==> src/rtl/audio_cic_decimator.sv <==
// rtl/audio_cic_decimator.sv - N-stage CIC decimator (R = 2**LOG2R, M = 1) with round-half-up and saturation.
module audio_cic_decimator #(
  parameter int IW    = 16,
  parameter int OW    = 16,
  parameter int N     = 3,
  parameter int LOG2R = 3
) (
  input  logic                 clk,
  input  logic                 reset,
  input  logic                 in_en,
  input  logic signed [IW-1:0] in_dat,
  output logic signed [OW-1:0] audio_dat,
  output logic                 out_stb
);

  localparam int GW = IW + N*LOG2R;
  localparam int S  = N*LOG2R;
  localparam int YW = GW - S + 1;
  localparam logic [GW:0]            HALF     = (GW+1)'(1) << (S-1);
  localparam logic signed [YW-1:0]   Y_MAX    = YW'((2**(OW-1)) - 1);
  localparam logic signed [YW-1:0]   Y_MIN    = ~Y_MAX;
  localparam logic [LOG2R-1:0]       CNT_LAST = '1;

  logic [GW-1:0]        integ_q [N];
  logic [GW-1:0]        integ_d [N];
  logic [GW-1:0]        dly_q   [N];
  logic [GW-1:0]        dly_d   [N];
  logic [GW-1:0]        comb    [N+1];
  logic [LOG2R-1:0]     cnt_q, cnt_d;
  logic                 dec_stb_q, dec_stb_d;
  logic                 out_stb_q, out_stb_d;
  logic signed [OW-1:0] audio_q, audio_d;
  logic signed [GW:0]   rnd;
  logic signed [YW-1:0] y;

  // Integrators chain through their new values so all stages advance in one strobe.
  always_comb begin
    integ_d   = integ_q;
    cnt_d     = cnt_q;
    dec_stb_d = 1'b0;
    if (in_en) begin
      integ_d[0] = integ_q[0] + {{(GW-IW){in_dat[IW-1]}}, in_dat};
      for (int k = 1; k < N; k++) begin
        integ_d[k] = integ_q[k] + integ_d[k-1];
      end
      cnt_d     = cnt_q + 1'b1;
      dec_stb_d = (cnt_q == CNT_LAST);
    end
  end

  always_comb begin
    comb[0] = integ_q[N-1];
    for (int j = 1; j <= N; j++) begin
      comb[j] = comb[j-1] - dly_q[j-1];
    end
    dly_d = dly_q;
    if (dec_stb_q) begin
      for (int j = 0; j < N; j++) begin
        dly_d[j] = comb[j];
      end
    end
  end

  // One spare bit keeps the rounding offset from wrapping at positive full scale.
  always_comb begin
    rnd       = $signed({comb[N][GW-1], comb[N]} + HALF);
    y         = YW'(rnd >>> S);
    audio_d   = audio_q;
    out_stb_d = dec_stb_q;
    if (dec_stb_q) begin
      if (y > Y_MAX) begin
        audio_d = Y_MAX[OW-1:0];
      end else if (y < Y_MIN) begin
        audio_d = Y_MIN[OW-1:0];
      end else begin
        audio_d = y[OW-1:0];
      end
    end
  end

  always_ff @(posedge clk) begin
    if (!reset) begin
      for (int k = 0; k < N; k++) begin
        integ_q[k] <= '0;
        dly_q[k]   <= '0;
      end
      cnt_q     <= '0;
      dec_stb_q <= 1'b0;
      out_stb_q <= 1'b0;
      audio_q   <= '0;
    end else begin
      integ_q   <= integ_d;
      dly_q     <= dly_d;
      cnt_q     <= cnt_d;
      dec_stb_q <= dec_stb_d;
      out_stb_q <= out_stb_d;
      audio_q   <= audio_d;
    end
  end

  assign audio_dat = audio_q;
  assign out_stb   = out_stb_q;

endmodule

==> config.mk <==
export PLATFORM = sky130hd
export DESIGN_NAME = audio_cic_decimator
export DESIGN_NICKNAME = d
export VERILOG_FILES = /design/src/rtl/audio_cic_decimator.sv
export SDC_FILE = /design/constraint.sdc
export NUM_CORES = 1
export LEC_CHECK = 0
export BUFFER_PORTS_ARGS = -buffer_cell sky130_fd_sc_hd__buf_2
export CAP_MARGIN = 10
export CORE_AREA = 2 2 153 155
export CTS_BUF_LIST = sky130_fd_sc_hd__clkbuf_16
export DETAILED_ROUTE_END_ITERATION = 10
export DIE_AREA = 0 0 155 157
export GPL_ROUTABILITY_DRIVEN = 0
export GPL_TIMING_DRIVEN = 0
export PLACE_DENSITY = 0.76
export SETUP_SLACK_MARGIN = 0.3
export SYNTH_ARGS = -nofsm -noshare
export SYNTH_HDL_FRONTEND = slang
export SYNTH_SLANG_ARGS = --single-unit
==> constraint.sdc <==
create_clock -name clk -period 13.3 [get_ports clk]
set_clock_uncertainty 0.2 [all_clocks]
set_input_delay 0.665 -clock clk [delete_from_list [all_inputs] [get_ports clk]]
set_output_delay 0.665 -clock clk [all_outputs]
set_load 0.02 [all_outputs]
==> impl_metrics.ini, run 1 <==
[worst_hold_path]
min_delay_endpoint = audio_dat[0]
hold_path_class = flip-flop to flip-flop
hold_path_depth = 2
worst_hold_startpoint = audio_dat[0]

[floorplan]
die_area_um2 = 24340
io_pins = 36
rows = 55
starting_density_of_the_core_pct = 59.45
fp.dieW_um = 155
dieHeight_um = 157
placeableCoreArea_um2 = 22500

[synth]
postSynth.asyncResetShare_pct = 0
yosys.area.top_type = dfxtp_1
synth_top_cell_area_share_pct = 25.59
synthesis.yosys.warnings = 0
synth-compound-area-share_pct = 18.65
synthesis.area_per_instance_um2 = 8.478
post_synth_main_area_contributors = dfxtp_1 (26%), ha_1 (14%), mux2i_1 (9.3%)
share_of_cell_area_taken_by_muxes_after_synthesis_pct = 9.362
synth.ff_latch_count = 171
synth_top_family_by_area = simple AND/OR/NAND/NOR gates
synth_enable_flop_cells = 0
yosys.area_share.xor_xnor_pct = 8.904
netlist_instances = 1578
post_synth_instance_area_um2 = 13380
synthAdderAreaFrac_pct = 14.40
postSynthNetCount = 1748
yosys.area_share.simple_pct = 18.65
yosysMostFrequentCell = dfxtp_1
ys_types = 80
synth.yosys.seq_area_share_pct = 25.59
synth-main-ff-cell = dfxtp_1
synthTopCellsByCount = dfxtp_1 (171), ha_1 (146), nor2b_1 (140)

[detailed_routing]
detail-route-antenna-nets = 0
detail_route.drc_violations = 0
detailroute.via_count = 10930
detail_route.vias_per_cell = 5.669
detail_route.iter0.violations = 343
totalWireLength_um = 29600
detail_route.first_pass.iterations = 5
wl_per_cell_um = 15.35

[global_routing]
first_global_vias = 10690
number_of_antenna_violations_at_the_first_check_in_global_routing = 0
global_route_wire_length_before_repair_um = 49250
grt_max_degree = 17
gr-usage-all-layers_pct = 24.60
global_route_overflow = 0

[final_layout]
layout.core_utilization_pct = 64.38
fin_nets = 1801
syn2layout_area_growth_pct = 8.296
n_antenna_cell = 0
final_layout_size_suffix_gt1_share_pct = 6.086

[setup_path]
r2r_slack_ns = 5.71
crit_fanout = 8
cp_slowest_stage_delay_ns = 0.50
cp-start-kind = flip-flop
required_ns = 13.37
worstSetupEndpointType = flip-flop
r2r-start = comb[76]
timing.critical_path.arrival_ns = 7.65
cpMostUsedCell = o21ai_0
timing.reg2reg.worst_path_depth = 33
slowest_stage = dfxtp_1
r2r-end = audio_dat[2]
timing_worst_setup_path_type = flip-flop to flip-flop

[clock_network]
clk_pin_slew_ns = 0.07
clock_sinks = 171
ctsResizeCount = 0
tritoncts_clock_tree = yes
ctsHoldBuffers = 0
clock_tree.root_cell = clkbuf_16
worst_skew_late_latency_ns = 0.43
post-cts-setup-buffer-count = 0
cts_buffers = 17
ctsHtreeMaxLevel = 4
cts.path.max_buffers = 2

[timing]
final.setup.tns_ns = 0
hold_viol = 0
slack_of_the_critical_path_ns = 5.712
unrepaired_setup_endpoints_after_global_routing = no
final-max-slew-violation-count = 0
tightest_slew_ns = 1.049
final_setup_fails = 0
maxSlewHeadroom_pct = 30.07
finalCritPeriodShare_pct = 57.05
maxClockFrequency_mhz = 131.8
final.min_clock_period_ns = 7.588

[outcome]
status = completed

[place]
numPortBuffers = 34
pre_cts_ws_ns = 5.971
dpl.hpwl_um = 22820

[run]
maxCapViolCount = 0
logic make-up after synthesis:
family	after synthesis
and+or+nand+nor	471
DFF	171
xor gates and xnor gates	136
buffers and inverters	157
AOI/OAI and AO/OA	367
muxes	125
adders and majority gates	151
layer usage:
metal	vias up	part of all wire [%]	global-route usage, %	routed length (um)
met1	5016	45	28.26	13320
met4	0	2.2	7.584	646
li1	5702	-	-	-
met5	-	0	0	0
met2	166	50	47.26	14910
met3	45	2.4	3.084	718
cell type report:
class	count	area, um2
buffer	48	185.2
clock inverter	14	157.7
sequential	171	3423
tap	285	356.6
fill	1893	8015
clock buffer	17	425.4
multi-input combinational	1250	9360
timing repair buffer	34	170.2
inverter	109	409.1
registers in the layout, summed over array words and instances (netlist names):
| register | flops |
|---|---|
| audio_dat | 16 |
| cnt_q | 3 |
| comb | 25 |
| dec_stb_q | 1 |
| dly_q | 75 |
| integ_q | 50 |
| out_stb | 1 |
worst max-delay path: cells and delay by family (launching register included):
family,cells,cell delay (ns)
flip-flops,1,0.50
AO/OA/AOI/OAI,17,3.59
XOR/XNOR,3,0.58
AND/OR/NAND/NOR,9,1.48
buffers and inverters,1,0.20
adder cells (fa/ha/maj),3,0.86
cells in the final DEF (no fill, tap or decap), types with 13 or more instances in the layout:
master,Yosys,routed
a31oi_1,23,23
clkbuf_1,36,36
nor2_1,88,88
inv_1,109,113
o21bai_1,13,13
nand2b_1,19,19
xnor2_1,93,93
a21o_1,38,38
buf_2,1,35
xor2_1,43,43
mux2i_1,124,124
dfxtp_1,171,171
o21a_1,14,14
a21oi_1,91,91
nor3_1,30,30
o211a_1,17,17
and3_1,13,13
nand3_1,39,39
clkbuf_16,0,17
o21ai_0,71,71
ha_1,146,146
nor2b_1,140,140
nand2_1,80,80
worst max-delay path by stage:
| stage | start | end | slack [ns] | cells past startpoint |
|---|---|---|---|---|
| 4_1_cts | comb[76] | audio_dat[2] | 5.84 | 33 |
| 3_3_place_gp | comb[76] | audio_dat[4] | 6.14 | 33 |
| 5_1_grt | comb[76] | audio_dat[2] | 5.24 | 33 |
| 6_report | comb[76] | audio_dat[2] | 5.71 | 33 |
| 3_5_place_dp | comb[76] | audio_dat[2] | 5.97 | 33 |
| 2_1_floorplan | comb[76] | audio_dat[14] | 6.97 | 33 |
through the flow:
step / hold WS [ns] / area, um2 / cells
5_1_grt: 0.3072 / 14490 / 1928
3_5_place_dp: 0.2666 / 13900 / 1897
4_1_cts: 0.2820 / 14490 / 1928
2_1_floorplan: 0.2472 / 13380 / 1578
3_3_place_gp: 0.2543 / 13900 / 1897
6_report: 0.2840 / 14490 / 1928
Power of run 1 is not shown: default switching activity piles up to over one toggle a cycle in this logic, so the estimate is an artifact.
==> inputs of run 2 (changes only) <==
Settings changed: CORE_AREA 2 2 153 155 to 2 2 155 157, DIE_AREA 0 0 155 157 to 0 0 157 159, PLACE_DENSITY 0.76 to 0.77.
Clock period 13.3 ns to 6.4 ns, I/O delays scaled along.
==> impl_metrics.ini, run 2 (synthesized netlist as in run 1, its figures left out) <==
[outcome]
status = finished, violations left
failed_checks = negative setup slack

[final_layout]
mostFrequentLayoutCells = dfxtp_1 (167), nor2b_1 (140), ha_1 (135)
syn2layout_area_growth_pct = 16.26
n_antenna_cell = 0
mostFrequentLayoutCell = dfxtp_1
largest_register_ff_count = 75
finish.cell_count_without_fillers = 2028
top_register = dly_q
final_layout_size_suffix_gt1_share_pct = 15.27
fin_nets = 1869

[setup_path]
slowest_stage = or4b_4
worstSetupEndpointType = flip-flop
setup.worst_path.end = audio_dat[4]
required_ns = 6.48
cpMostUsedCell = o21ai_2
timing.critical_path.from = comb[75]
r2r-end = audio_dat[4]
crit_fanout = 8
cp_slowest_stage_delay_ns = 0.51
timing_worst_setup_path_type = flip-flop to flip-flop
timing.reg2reg.worst_path_depth = 35
cp-start-kind = flip-flop
r2r-start = comb[75]
r2r_slack_ns = -0.18
timing.critical_path.arrival_ns = 6.66

[clock_network]
ctsHtreeMaxLevel = 4
cts_buffers = 17
clock_tree.root_cell = clkbuf_16
clk_pin_slew_ns = 0.06
worst_skew_late_latency_ns = 0.43
cts.path.max_buffers = 2
clock_sinks = 171
ctsHoldBuffers = 0
tritoncts_clock_tree = yes

[timing]
final-max-slew-violation-count = 0
maxClockFrequency_mhz = 152.0
hold_viol = 0
slack_of_the_critical_path_ns = -0.1773
finalCritPeriodShare_pct = 102.8
unrepaired_setup_endpoints_after_global_routing = yes
tightest_slew_ns = 1.097
hold-worst-slack_ns = 0.1026
maxSlewHeadroom_pct = 26.86
final.min_clock_period_ns = 6.577
final_setup_fails = 8

[detailed_routing]
detail_route.first_pass.iterations = 5
wl_per_cell_um = 16.10
detail-route-antenna-nets = 0
detail_route.iter0.violations = 516
detailroute.via_count = 11620
totalWireLength_um = 32650
detail_route.drc_violations = 0
detail_route.vias_per_cell = 5.728

[place]
dpl.hpwl_um = 22890
numPlacedInstances = 1931
numPortBuffers = 34

[global_routing]
first_global_vias = 11120
grt_max_degree = 17
global_route_wire_length_before_repair_um = 50790
number_of_antenna_violations_at_the_first_check_in_global_routing = 0
gr-usage-all-layers_pct = 24.80
global_route_overflow = 0

[floorplan]
placeableCoreArea_um2 = 23190
rows = 56
io_pins = 36
die_area_um2 = 24960
starting_density_of_the_core_pct = 57.68
fp.dieW_um = 157
dieHeight_um = 159

[worst_hold_path]
hold_path_class = primary input to flip-flop

[run]
maxCapViolCount = 0
-- run 2: changes by cell type in the layout (fill, tap and decap cells not counted), sizes merged --
cell / change
inv: -1
buf: +68
clkinv: -1
-- run 2: how the worst min path moves through the flow --
stage                     cells after the start        to     start  slack, ns
after global routing                          4  comb[90]     in_en       0.11
after global placement                        1  dly_q[0]  dly_q[0]       0.25
after detailed placement                      1  dly_q[0]  dly_q[0]       0.27
after floorplan                               1  dly_q[0]  dly_q[0]       0.25
after CTS                                     4  comb[90]     in_en       0.08
final                                         4  comb[90]     in_en       0.10
-- run 2: stage by stage --
step / utilization [%] / instance area, um2 / setup slack [ns] / TNS, ns
floorplan: - / 13420 / 0.2360 / 0
CTS: 65.20 / 15120 / 0.2047 / 0
global route: 67.06 / 15550 / -0.5005 / -6.200
detailed placement: 60.30 / 13980 / -0.6211 / -7.700
finish: 67.06 / 15550 / -0.1773 / -1.357
global placement: 60.30 / 13980 / -0.5039 / -5.627
-- run 2: final cells by class --
class | instances | area (um2)
fillers | 1770 | 7640
flip-flops and latches | 171 | 3433
inverters | 109 | 409.1
plain buffers | 48 | 195.2
repair buffers | 102 | 694.4
well taps | 319 | 399.1
multi-input cells | 1250 | 9859
clock buffers | 17 | 425.4
clock inverters | 12 | 136.4
-- run 2: what timing repair did --
action	4_1_cts	5_1_grt
gates resized for setup	55	59
setup buffers	49	18
gates cloned	0	1
endpoints found under the setup margin	17	24
pin swaps	68	37
-- run 2: metal layers --
layer,routed length [um],up-vias,track usage (%)
met5,0,-,0
met4,1196,0,10.88
met3,1342,82,3.293
met2,16400,295,45.53
met1,13710,5389,28.35
li1,-,5850,-
-- run 2: critical path: cells and delay by family (launching register included) --
family,cells,cell delay (ns)
AOI/OAI and AO/OA,17,2.82
and+or+nand+nor,8,1.28
adders and majority gates,3,0.72
xor gates and xnor gates,3,0.60
buffers and inverters,4,0.46
DFF,1,0.36
Power of run 2 is left out for the same reason.
